[src/rtl/display_pkg.sv]
// -----------------------------------------------------------------------------
// display_pkg
// Shared display constants for the 640x480 pong video path.
//   X_POS_W / Y_POS_W          : coordinate widths. Y is 10 bits so the
//                                vertical-blank lines (>= 480) stay representable.
//   SCREEN_H_RES / SCREEN_V_RES: active area size.
//   PADDLE_X_L                 : distance of each paddle from its screen edge.
//   obj_e / NUM_OBJ            : index of each hit-tested object.
//   rgb_t, COLOR_*             : 4-bit-per-channel palette, scaled to the
//                                renderer's RGB_W at its outputs.
// -----------------------------------------------------------------------------
package display_pkg;

  localparam int X_POS_W      = 10;
  localparam int Y_POS_W      = 10;
  localparam int SCREEN_H_RES = 640;
  localparam int SCREEN_V_RES = 480;
  localparam int PADDLE_X_L   = 16;

  localparam int NUM_OBJ = 3;
  typedef enum int {
    OBJ_PADDLE_L = 0,
    OBJ_PADDLE_R = 1,
    OBJ_BALL     = 2
  } obj_e;

  typedef struct packed {
    logic [3:0] r;
    logic [3:0] g;
    logic [3:0] b;
  } rgb_t;

  localparam rgb_t COLOR_BG     = '{r: 4'h1, g: 4'h1, b: 4'h3};
  localparam rgb_t COLOR_BALL   = '{r: 4'hF, g: 4'hF, b: 4'hF};
  localparam rgb_t COLOR_PADDLE = '{r: 4'h0, g: 4'hF, b: 4'h0};
  localparam rgb_t COLOR_NET    = '{r: 4'h8, g: 4'h8, b: 4'h8};

endpackage

[src/rtl/pong_renderer_if.sv]
// -----------------------------------------------------------------------------
// pong_renderer_if
// Video bundle between the timing generator / game logic and the renderer.
//   *_i signals : timing (syncs, pixel coordinate, visible flag) and object
//                 positions, driven by the master.
//   *_o signals : delayed syncs, RGB and frame_tick, driven by the renderer.
// modport master : timing/game side.  modport slave : pong_renderer.
// -----------------------------------------------------------------------------
interface pong_renderer_if #(
  parameter int RGB_W = 4
);
  import display_pkg::*;

  logic               hsync_i;
  logic               vsync_i;
  logic [X_POS_W-1:0] pixel_x_i;
  logic [Y_POS_W-1:0] pixel_y_i;
  logic               visible_range_i;
  logic [Y_POS_W-1:0] paddle_l_y_i;
  logic [Y_POS_W-1:0] paddle_r_y_i;
  logic [Y_POS_W-1:0] ball_y_i;
  logic [X_POS_W-1:0] ball_x_i;

  logic               hsync_o;
  logic               vsync_o;
  logic [RGB_W-1:0]   red_o;
  logic [RGB_W-1:0]   green_o;
  logic [RGB_W-1:0]   blue_o;
  logic               frame_tick_o;

  modport master (
    output hsync_i, vsync_i, pixel_x_i, pixel_y_i, visible_range_i,
           paddle_l_y_i, paddle_r_y_i, ball_y_i, ball_x_i,
    input  hsync_o, vsync_o, red_o, green_o, blue_o, frame_tick_o
  );

  modport slave (
    input  hsync_i, vsync_i, pixel_x_i, pixel_y_i, visible_range_i,
           paddle_l_y_i, paddle_r_y_i, ball_y_i, ball_x_i,
    output hsync_o, vsync_o, red_o, green_o, blue_o, frame_tick_o
  );

endinterface

[src/rtl/pong_renderer_rect_hit.sv]
// -----------------------------------------------------------------------------
// rect_hit
// Registered point-in-rectangle test: hit_o is high one cycle after
// (px_i, py_i) lies in [rx_i, rx_i+W) x [ry_i, ry_i+H).
//   clk_i, rst_i : clock, synchronous active-high reset (clears hit_o)
//   px_i, py_i   : pixel coordinate
//   rx_i, ry_i   : rectangle top-left corner
//   hit_o        : registered hit flag
// -----------------------------------------------------------------------------
module rect_hit #(
  parameter int X_W = 10,
  parameter int Y_W = 10,
  parameter int W   = 8,
  parameter int H   = 8
) (
  input  logic           clk_i,
  input  logic           rst_i,
  input  logic [X_W-1:0] px_i,
  input  logic [Y_W-1:0] py_i,
  input  logic [X_W-1:0] rx_i,
  input  logic [Y_W-1:0] ry_i,
  output logic           hit_o
);

  // Upper bounds carry one extra bit so a rectangle hanging over the far
  // screen edge is clipped rather than wrapping back to row/column 0.
  logic [X_W:0] x_end;
  logic [Y_W:0] y_end;
  logic         hit_next;
  logic         hit_reg;

  assign x_end = {1'b0, rx_i} + (X_W+1)'(W);
  assign y_end = {1'b0, ry_i} + (Y_W+1)'(H);

  assign hit_next = (px_i >= rx_i) && ({1'b0, px_i} < x_end) &&
                    (py_i >= ry_i) && ({1'b0, py_i} < y_end);

  always_ff @(posedge clk_i) begin
    if (rst_i) begin
      hit_reg <= 1'b0;
    end else begin
      hit_reg <= hit_next;
    end
  end

  assign hit_o = hit_reg;

endmodule

[src/rtl/pong_renderer.sv]
// -----------------------------------------------------------------------------
// pong_renderer
// Two-stage pong pixel renderer.
//   Stage 1: rect_hit tests for both paddles and the ball (plus the optional
//            centre net), syncs and visible flag registered once.
//   Stage 2: colour selection (ball > paddles > net > background) registered,
//            syncs registered again so everything leaves aligned.
// Object positions are sampled into shadow registers at the start of vertical
// blank (the cycle frame_tick_o goes high) so a frame never tears.
// Ports:
//   clk_i, rst_i : clock, synchronous active-high reset
//   vid          : pong_renderer_if.slave (timing + positions in, RGB/syncs/
//                  frame_tick out)
// Build option: define PONG_CENTER_NET_EN to draw the dashed centre net.
// -----------------------------------------------------------------------------
module pong_renderer
  import display_pkg::*;
#(
  parameter int PADDLE_W = 8,
  parameter int PADDLE_H = 64,
  parameter int BALL_SZ  = 8,
  parameter int RGB_W    = 4
) (
  input  logic           clk_i,
  input  logic           rst_i,
  pong_renderer_if.slave vid
);

  localparam logic [Y_POS_W-1:0] V_RES        = Y_POS_W'(SCREEN_V_RES);
  localparam logic [X_POS_W-1:0] PADDLE_X_LFT = X_POS_W'(PADDLE_X_L);
  localparam logic [X_POS_W-1:0] PADDLE_X_RGT = X_POS_W'(SCREEN_H_RES - PADDLE_X_L - PADDLE_W);
  localparam logic [Y_POS_W-1:0] PADDLE_Y_RST = Y_POS_W'((SCREEN_V_RES - PADDLE_H) / 2);
  localparam logic [X_POS_W-1:0] BALL_X_RST   = X_POS_W'((SCREEN_H_RES - BALL_SZ) / 2);
  localparam logic [Y_POS_W-1:0] BALL_Y_RST   = Y_POS_W'((SCREEN_V_RES - BALL_SZ) / 2);

  // Palette is 4 bits per channel; take its top RGB_W bits, zero-extending
  // on the right when the output is wider.
  function automatic logic [RGB_W-1:0] scale_ch(input logic [3:0] c);
    return RGB_W'({c, {RGB_W{1'b0}}} >> 4);
  endfunction

  // ---------------- frame tick and position shadows ----------------
  logic               in_vblank;
  logic               in_vblank_q;
  logic               frame_start;
  logic               frame_tick_reg;
  logic [Y_POS_W-1:0] paddle_l_y_reg;
  logic [Y_POS_W-1:0] paddle_r_y_reg;
  logic [Y_POS_W-1:0] ball_y_reg;
  logic [X_POS_W-1:0] ball_x_reg;

  assign in_vblank   = (vid.pixel_y_i >= V_RES);
  // Pixel inputs may hold for several clocks; only the first vblank cycle counts.
  assign frame_start = in_vblank && !in_vblank_q;

  always_ff @(posedge clk_i) begin
    if (rst_i) begin
      in_vblank_q    <= 1'b0;
      frame_tick_reg <= 1'b0;
      paddle_l_y_reg <= PADDLE_Y_RST;
      paddle_r_y_reg <= PADDLE_Y_RST;
      ball_y_reg     <= BALL_Y_RST;
      ball_x_reg     <= BALL_X_RST;
    end else begin
      in_vblank_q    <= in_vblank;
      frame_tick_reg <= frame_start;
      if (frame_start) begin
        paddle_l_y_reg <= vid.paddle_l_y_i;
        paddle_r_y_reg <= vid.paddle_r_y_i;
        ball_y_reg     <= vid.ball_y_i;
        ball_x_reg     <= vid.ball_x_i;
      end
    end
  end

  // ---------------- stage 1: hit tests ----------------
  logic [X_POS_W-1:0] obj_x [NUM_OBJ];
  logic [Y_POS_W-1:0] obj_y [NUM_OBJ];
  logic [NUM_OBJ-1:0] hit_q1;

  assign obj_x[OBJ_PADDLE_L] = PADDLE_X_LFT;
  assign obj_y[OBJ_PADDLE_L] = paddle_l_y_reg;
  assign obj_x[OBJ_PADDLE_R] = PADDLE_X_RGT;
  assign obj_y[OBJ_PADDLE_R] = paddle_r_y_reg;
  assign obj_x[OBJ_BALL]     = ball_x_reg;
  assign obj_y[OBJ_BALL]     = ball_y_reg;

  genvar gi;
  generate
    for (gi = 0; gi < NUM_OBJ; gi++) begin : g_obj
      localparam int OBJ_W = (gi == OBJ_BALL) ? BALL_SZ : PADDLE_W;
      localparam int OBJ_H = (gi == OBJ_BALL) ? BALL_SZ : PADDLE_H;
      rect_hit #(
        .X_W (X_POS_W),
        .Y_W (Y_POS_W),
        .W   (OBJ_W),
        .H   (OBJ_H)
      ) u_hit (
        .clk_i (clk_i),
        .rst_i (rst_i),
        .px_i  (vid.pixel_x_i),
        .py_i  (vid.pixel_y_i),
        .rx_i  (obj_x[gi]),
        .ry_i  (obj_y[gi]),
        .hit_o (hit_q1[gi])
      );
    end
  endgenerate

  logic net_q1;
`ifdef PONG_CENTER_NET_EN
  localparam logic [X_POS_W-1:0] NET_X0 = X_POS_W'(SCREEN_H_RES / 2 - 1);
  localparam logic [X_POS_W-1:0] NET_X1 = X_POS_W'(SCREEN_H_RES / 2 + 1);

  // Two pixels wide, dashed by pixel_y bit 3 (8 rows on, 8 rows off).
  always_ff @(posedge clk_i) begin
    if (rst_i) begin
      net_q1 <= 1'b0;
    end else begin
      net_q1 <= (vid.pixel_x_i >= NET_X0) && (vid.pixel_x_i < NET_X1) &&
                !vid.pixel_y_i[3];
    end
  end
`else
  assign net_q1 = 1'b0;
`endif

  logic hsync_q1;
  logic vsync_q1;
  logic vis_q1;

  always_ff @(posedge clk_i) begin
    if (rst_i) begin
      hsync_q1 <= 1'b0;
      vsync_q1 <= 1'b0;
      vis_q1   <= 1'b0;
    end else begin
      hsync_q1 <= vid.hsync_i;
      vsync_q1 <= vid.vsync_i;
      vis_q1   <= vid.visible_range_i;
    end
  end

  // ---------------- stage 2: colour select ----------------
  rgb_t rgb_next;
  rgb_t rgb_reg;
  logic hsync_reg;
  logic vsync_reg;

  always_comb begin
    rgb_next = COLOR_BG;
    if (!vis_q1) begin
      rgb_next = '0;
    end else if (hit_q1[OBJ_BALL]) begin
      rgb_next = COLOR_BALL;
    end else if (hit_q1[OBJ_PADDLE_L] || hit_q1[OBJ_PADDLE_R]) begin
      rgb_next = COLOR_PADDLE;
    end else if (net_q1) begin
      rgb_next = COLOR_NET;
    end
  end

  always_ff @(posedge clk_i) begin
    if (rst_i) begin
      rgb_reg   <= '0;
      hsync_reg <= 1'b0;
      vsync_reg <= 1'b0;
    end else begin
      rgb_reg   <= rgb_next;
      hsync_reg <= hsync_q1;
      vsync_reg <= vsync_q1;
    end
  end

  assign vid.red_o        = scale_ch(rgb_reg.r);
  assign vid.green_o      = scale_ch(rgb_reg.g);
  assign vid.blue_o       = scale_ch(rgb_reg.b);
  assign vid.hsync_o      = hsync_reg;
  assign vid.vsync_o      = vsync_reg;
  assign vid.frame_tick_o = frame_tick_reg;

endmodule

[src/flat_wrapper.sv]
// flat-port wrapper written by rule: the top's interface ports become plain ports
module pong_renderer_flat import display_pkg::*;
#(
  parameter int PADDLE_W = 8,
  parameter int PADDLE_H = 64,
  parameter int BALL_SZ  = 8,
  parameter int RGB_W    = 4
)
  (clk_i, rst_i, vid_hsync_i, vid_vsync_i, vid_pixel_x_i, vid_pixel_y_i, vid_visible_range_i, vid_paddle_l_y_i, vid_paddle_r_y_i, vid_ball_y_i, vid_ball_x_i, vid_hsync_o, vid_vsync_o, vid_red_o, vid_green_o, vid_blue_o, vid_frame_tick_o);
  pong_renderer_if #(.RGB_W(RGB_W)) vid_i ();
  input  logic clk_i;
  input  logic rst_i;
  input wire logic [$bits(vid_i.hsync_i)-1:0] vid_hsync_i;
  input wire logic [$bits(vid_i.vsync_i)-1:0] vid_vsync_i;
  input wire logic [$bits(vid_i.pixel_x_i)-1:0] vid_pixel_x_i;
  input wire logic [$bits(vid_i.pixel_y_i)-1:0] vid_pixel_y_i;
  input wire logic [$bits(vid_i.visible_range_i)-1:0] vid_visible_range_i;
  input wire logic [$bits(vid_i.paddle_l_y_i)-1:0] vid_paddle_l_y_i;
  input wire logic [$bits(vid_i.paddle_r_y_i)-1:0] vid_paddle_r_y_i;
  input wire logic [$bits(vid_i.ball_y_i)-1:0] vid_ball_y_i;
  input wire logic [$bits(vid_i.ball_x_i)-1:0] vid_ball_x_i;
  output wire logic [$bits(vid_i.hsync_o)-1:0] vid_hsync_o;
  output wire logic [$bits(vid_i.vsync_o)-1:0] vid_vsync_o;
  output wire logic [$bits(vid_i.red_o)-1:0] vid_red_o;
  output wire logic [$bits(vid_i.green_o)-1:0] vid_green_o;
  output wire logic [$bits(vid_i.blue_o)-1:0] vid_blue_o;
  output wire logic [$bits(vid_i.frame_tick_o)-1:0] vid_frame_tick_o;
  assign vid_i.hsync_i = vid_hsync_i;
  assign vid_i.vsync_i = vid_vsync_i;
  assign vid_i.pixel_x_i = vid_pixel_x_i;
  assign vid_i.pixel_y_i = vid_pixel_y_i;
  assign vid_i.visible_range_i = vid_visible_range_i;
  assign vid_i.paddle_l_y_i = vid_paddle_l_y_i;
  assign vid_i.paddle_r_y_i = vid_paddle_r_y_i;
  assign vid_i.ball_y_i = vid_ball_y_i;
  assign vid_i.ball_x_i = vid_ball_x_i;
  assign vid_hsync_o = vid_i.hsync_o;
  assign vid_vsync_o = vid_i.vsync_o;
  assign vid_red_o = vid_i.red_o;
  assign vid_green_o = vid_i.green_o;
  assign vid_blue_o = vid_i.blue_o;
  assign vid_frame_tick_o = vid_i.frame_tick_o;
  pong_renderer #(.PADDLE_W(PADDLE_W), .PADDLE_H(PADDLE_H), .BALL_SZ(BALL_SZ), .RGB_W(RGB_W)) u_core (.clk_i(clk_i), .rst_i(rst_i), .vid(vid_i));
endmodule
[config.mk]
export PLATFORM = sky130hd
export DESIGN_NAME = pong_renderer_flat
export DESIGN_NICKNAME = d
export VERILOG_FILES = /design/src/rtl/display_pkg.sv /design/src/rtl/pong_renderer_if.sv /design/src/rtl/pong_renderer_rect_hit.sv /design/src/rtl/pong_renderer.sv /design/src/flat_wrapper.sv
export SDC_FILE = /design/constraint.sdc
export NUM_CORES = 1
export LEC_CHECK = 0
export ABC_AREA = 1
export CORE_MARGIN = 8
export CORE_UTILIZATION = 45
export DETAILED_ROUTE_END_ITERATION = 10
export GPL_ROUTABILITY_DRIVEN = 0
export PLACE_DENSITY = 0.84
export SYNTH_ARGS = -nofsm -noshare
export SYNTH_HDL_FRONTEND = slang
export SYNTH_SLANG_ARGS = --single-unit
[constraint.sdc]
create_clock -name clk_i -period 3.85 [get_ports clk_i]
set_clock_uncertainty 0.2 [all_clocks]
set_input_delay 0.9625 -clock clk_i [delete_from_list [all_inputs] [get_ports clk_i]]
set_output_delay 0.9625 -clock clk_i [all_outputs]
set_load 0.1 [all_outputs]
==> metrics.md <==
| Metric | Value |
|---|---|
| Status | `completed` |
| WP buf/inv | `1` |
| Asr flop ratio synth | `0` |
| Clock Latency Late Sink | `slightly above 0.3 ns` |
| Relative slew slack | `0.339` |
| Setup_tns | `0 ns` |
| Max Slew Vio Count | `0` |
| DP Worst Slack | `about 0.71 ns` |
| Register area | `0.00108 sq mm` |
| Post-Syn Area | `between 0.003 and 0.004 sq mm` |
| Total core area | `approximately 0.008 sq mm` |
| Vias in the first global route | `roughly 3500` |
| Total power | `1.45 mW` |
| Power per standard cell area | `~310 mW/mm^2` |
| Antenna-violating nets left | `0` |
| Worst Path Arrival | `roughly 1.8 ns` |
| Gr usage total | `0.166` |
| Avg WL per Cell | `between 10 and 15 um` |
| Yosys reg bits | `54` |
| Avg Vias per Cell | `between 5 and 6` |
| Area growth syn-to-layout | `23.5%` |
| Syn Nets | `between 600 and 700` |
| Final setup violation count | `0` |
| CTS Root Buffer Type | `clkbuf_8` |
| CTS tree | `yes` |
| # resized after CTS | `0` |
| Peak supply drop | `~0.00015 V` |
| Global-route wire length before repair | `between 15 and 20 mm` |
| Die height | `about 110 um` |
| Slew @ Worst Pin | `between 0.9 and 1 ns` |
| First-pass iteration count of the detailed router | `4` |
| Die X | `~110 um` |
| Via Count | `3463` |
| Layout Nets | `just over 700` |
| Fillers | `around 750` |
| Fin. Hold Viols | `0` |
| Drt drc | `0` |
| Avg Inst Size Synth | `~7.3 sq um` |
| Die ar. | `0.0115 sq mm` |
| Worst min path class | `flop to flop` |
| Num CTS Buffers | `5` |
| H-tree levels | `2` |
| CP max stage cell | `clkdlybuf4s50_1` |
| Fin crit share | `0.766` |
| CTS Buffer Depth | `2` |
| Largest net degree at the start of global routing | `43` |
| I/O pin cnt | `80` |
| Max Fclk | `roughly 340 MHz` |
| Final core utilization | `0.568` |
| Setup WS post-layout | `about 0.9 ns` |
| Total setup buffers inserted after CTS | `0` |
| Worst path cell trace | `clkdlybuf4s50_1` |
| Max Cap Viol | `0` |
| # diodes | `0` |
| Starting DRT DRC Count | `between 100 and 150` |
| WL final | `~9.3 mm` |
| Initial antenna violation count | `0` |
| Startpoint types | `flop` |
| Clk slew on worst S/H paths | `about 0.11 ns` |
| Hold-fix buffers, CTS | `0` |
| Worst path required time | `approximately 2.7 ns` |
| Leakage | `between 2 and 2.5 nW` |
| Synth Warn # | `0` |
| Total gr overflow | `0` |
| Sequential area share after synthesis | `0.287` |
| Hold_ws | `between 0.2 and 0.25 ns` |
| Post-synthesis cell type count | `29` |
| Starting Density | `0.460` |
| Unrepaired setup endpoints after global routing | `no` |
| Rows | `33` |
| Critical Path Sink Type | `output port` |
| CP top delay family | `buffers and inverters` |
| Layout cells sized above 1 | `0.0515` |
| Worst Path Max Fanout | `1` |
| Cells after synthesis | `around 510` |
| Main synth FF type | `dfxtp_1` |
| CTS Sinks | `54` |
| Max incr delay on CP | `about 1.1 ns` |
| Port Buffer Count | `79` |
| EDFF count, synth | `0` |
| Fin crit period | `between 2 and 3 ns` |
| Crit path kind | `flop to output port` |
| DP HPWL | `between 7 and 8 mm` |
| Area of the multi-input gates | `0.00227 sq mm` |
cells in the final DEF (no fill, tap or decap), drive strengths merged, types with 2 or more instances in the layout:
master         netlist  routed
inv                 75      77
o21a                 2       2
nand4                2       2
a21o                 3       3
a21oi               44      44
nor3                 9       9
o21ai               32      32
nand2               90      90
clkinv               1       2
xor2                10      10
nor2                52      52
buf                 16      13
clkbuf               4       5
dfxtp               54      54
nand3               28      28
clkdlybuf4s50        0      68
ha                  66      66
xnor2                4       4
o21bai               2       2
o211ai              16      16
metal layers:
metal | routed length, um | GRT usage
met2 | 4370 | 0.283
met3 | 544 | 0.0317
met4 | 187 | 0.0674
met5 | 0 | 0
met1 | 4220 | 0.200
worst reg2reg max path, cell delays in order (launching register included):
cell	delay [ns]
dfxtp_1	0.42
ha_1	0.22
nand2_1	0.07
nor2_1	0.20
nand3_1	0.12
xor2_1	0.17
ha_1	0.32
a21oi_1	0.13
nand2_1	0.07
nand2_1	0.06
nand2_1	0.05
inv_1	0.06
nand2_1	0.07
nor2_2	0.08
logic make-up after synthesis:
group | Yosys count | synth area share
buffers and inverters | 96 | 0.108
adders and majority gates | 66 | 0.219
AOI/OAI and AO/OA | 100 | 0.149
DFF | 54 | 0.287
and+or+nand+nor | 183 | 0.204
xor gates and xnor gates | 14 | 0.0326
per-stage QoR:
step	cells	instance area, sq um
CTS	687	4650
detailed placement	679	4550
global placement	679	4550
global route	687	4650
finish	687	4650
floorplan	513	3760
worst paths after layout:
check / from / to / slack (ns) / depth (start not counted)
max: u_core.vid.frame_tick_o / vid_frame_tick_o / 0.90 / 1
min: u_core.hsync_q1 / u_core.vid.hsync_o / 0.21 / 2
max reg2reg: u_core.ball_y_reg[3] / u_core.g_obj[2].u_hit.hit_o / 1.56 / 13
min reg2reg: u_core.hsync_q1 / u_core.vid.hsync_o / 0.21 / 2
synthesized netlist by cell type (8+ instances only):
master,instances,area share
nor2_1,50,0.050
buf_4,10,0.020
nand3_1,27,0.036
xor2_1,10,0.023
nor3_1,8,0.011
nand2_1,88,0.088
inv_1,73,0.073
a21oi_1,44,0.059
o211ai_1,16,0.032
o21ai_1,13,0.017
ha_1,66,0.22
dfxtp_1,54,0.29
o21ai_0,19,0.025
cell type report:
type / count / area share
clock buffers: 5 / 0.0148
inverters: 76 / 0.0617
clock inverters: 3 / 0.00565
flip-flops and latches: 54 / 0.233
multi-input cells: 363 / 0.489
well taps: 105 / 0.0283
repair buffers: 81 / 0.167
power by group:
part / switching, mW / internal [mW]
Combinational: 0.273 / 0.212
Clock: 0.207 / 0.134
Sequential: 0.0266 / 0.599
Total: 0.507 / 0.946
No activity file was read; power rests on OpenSTA's default activity.
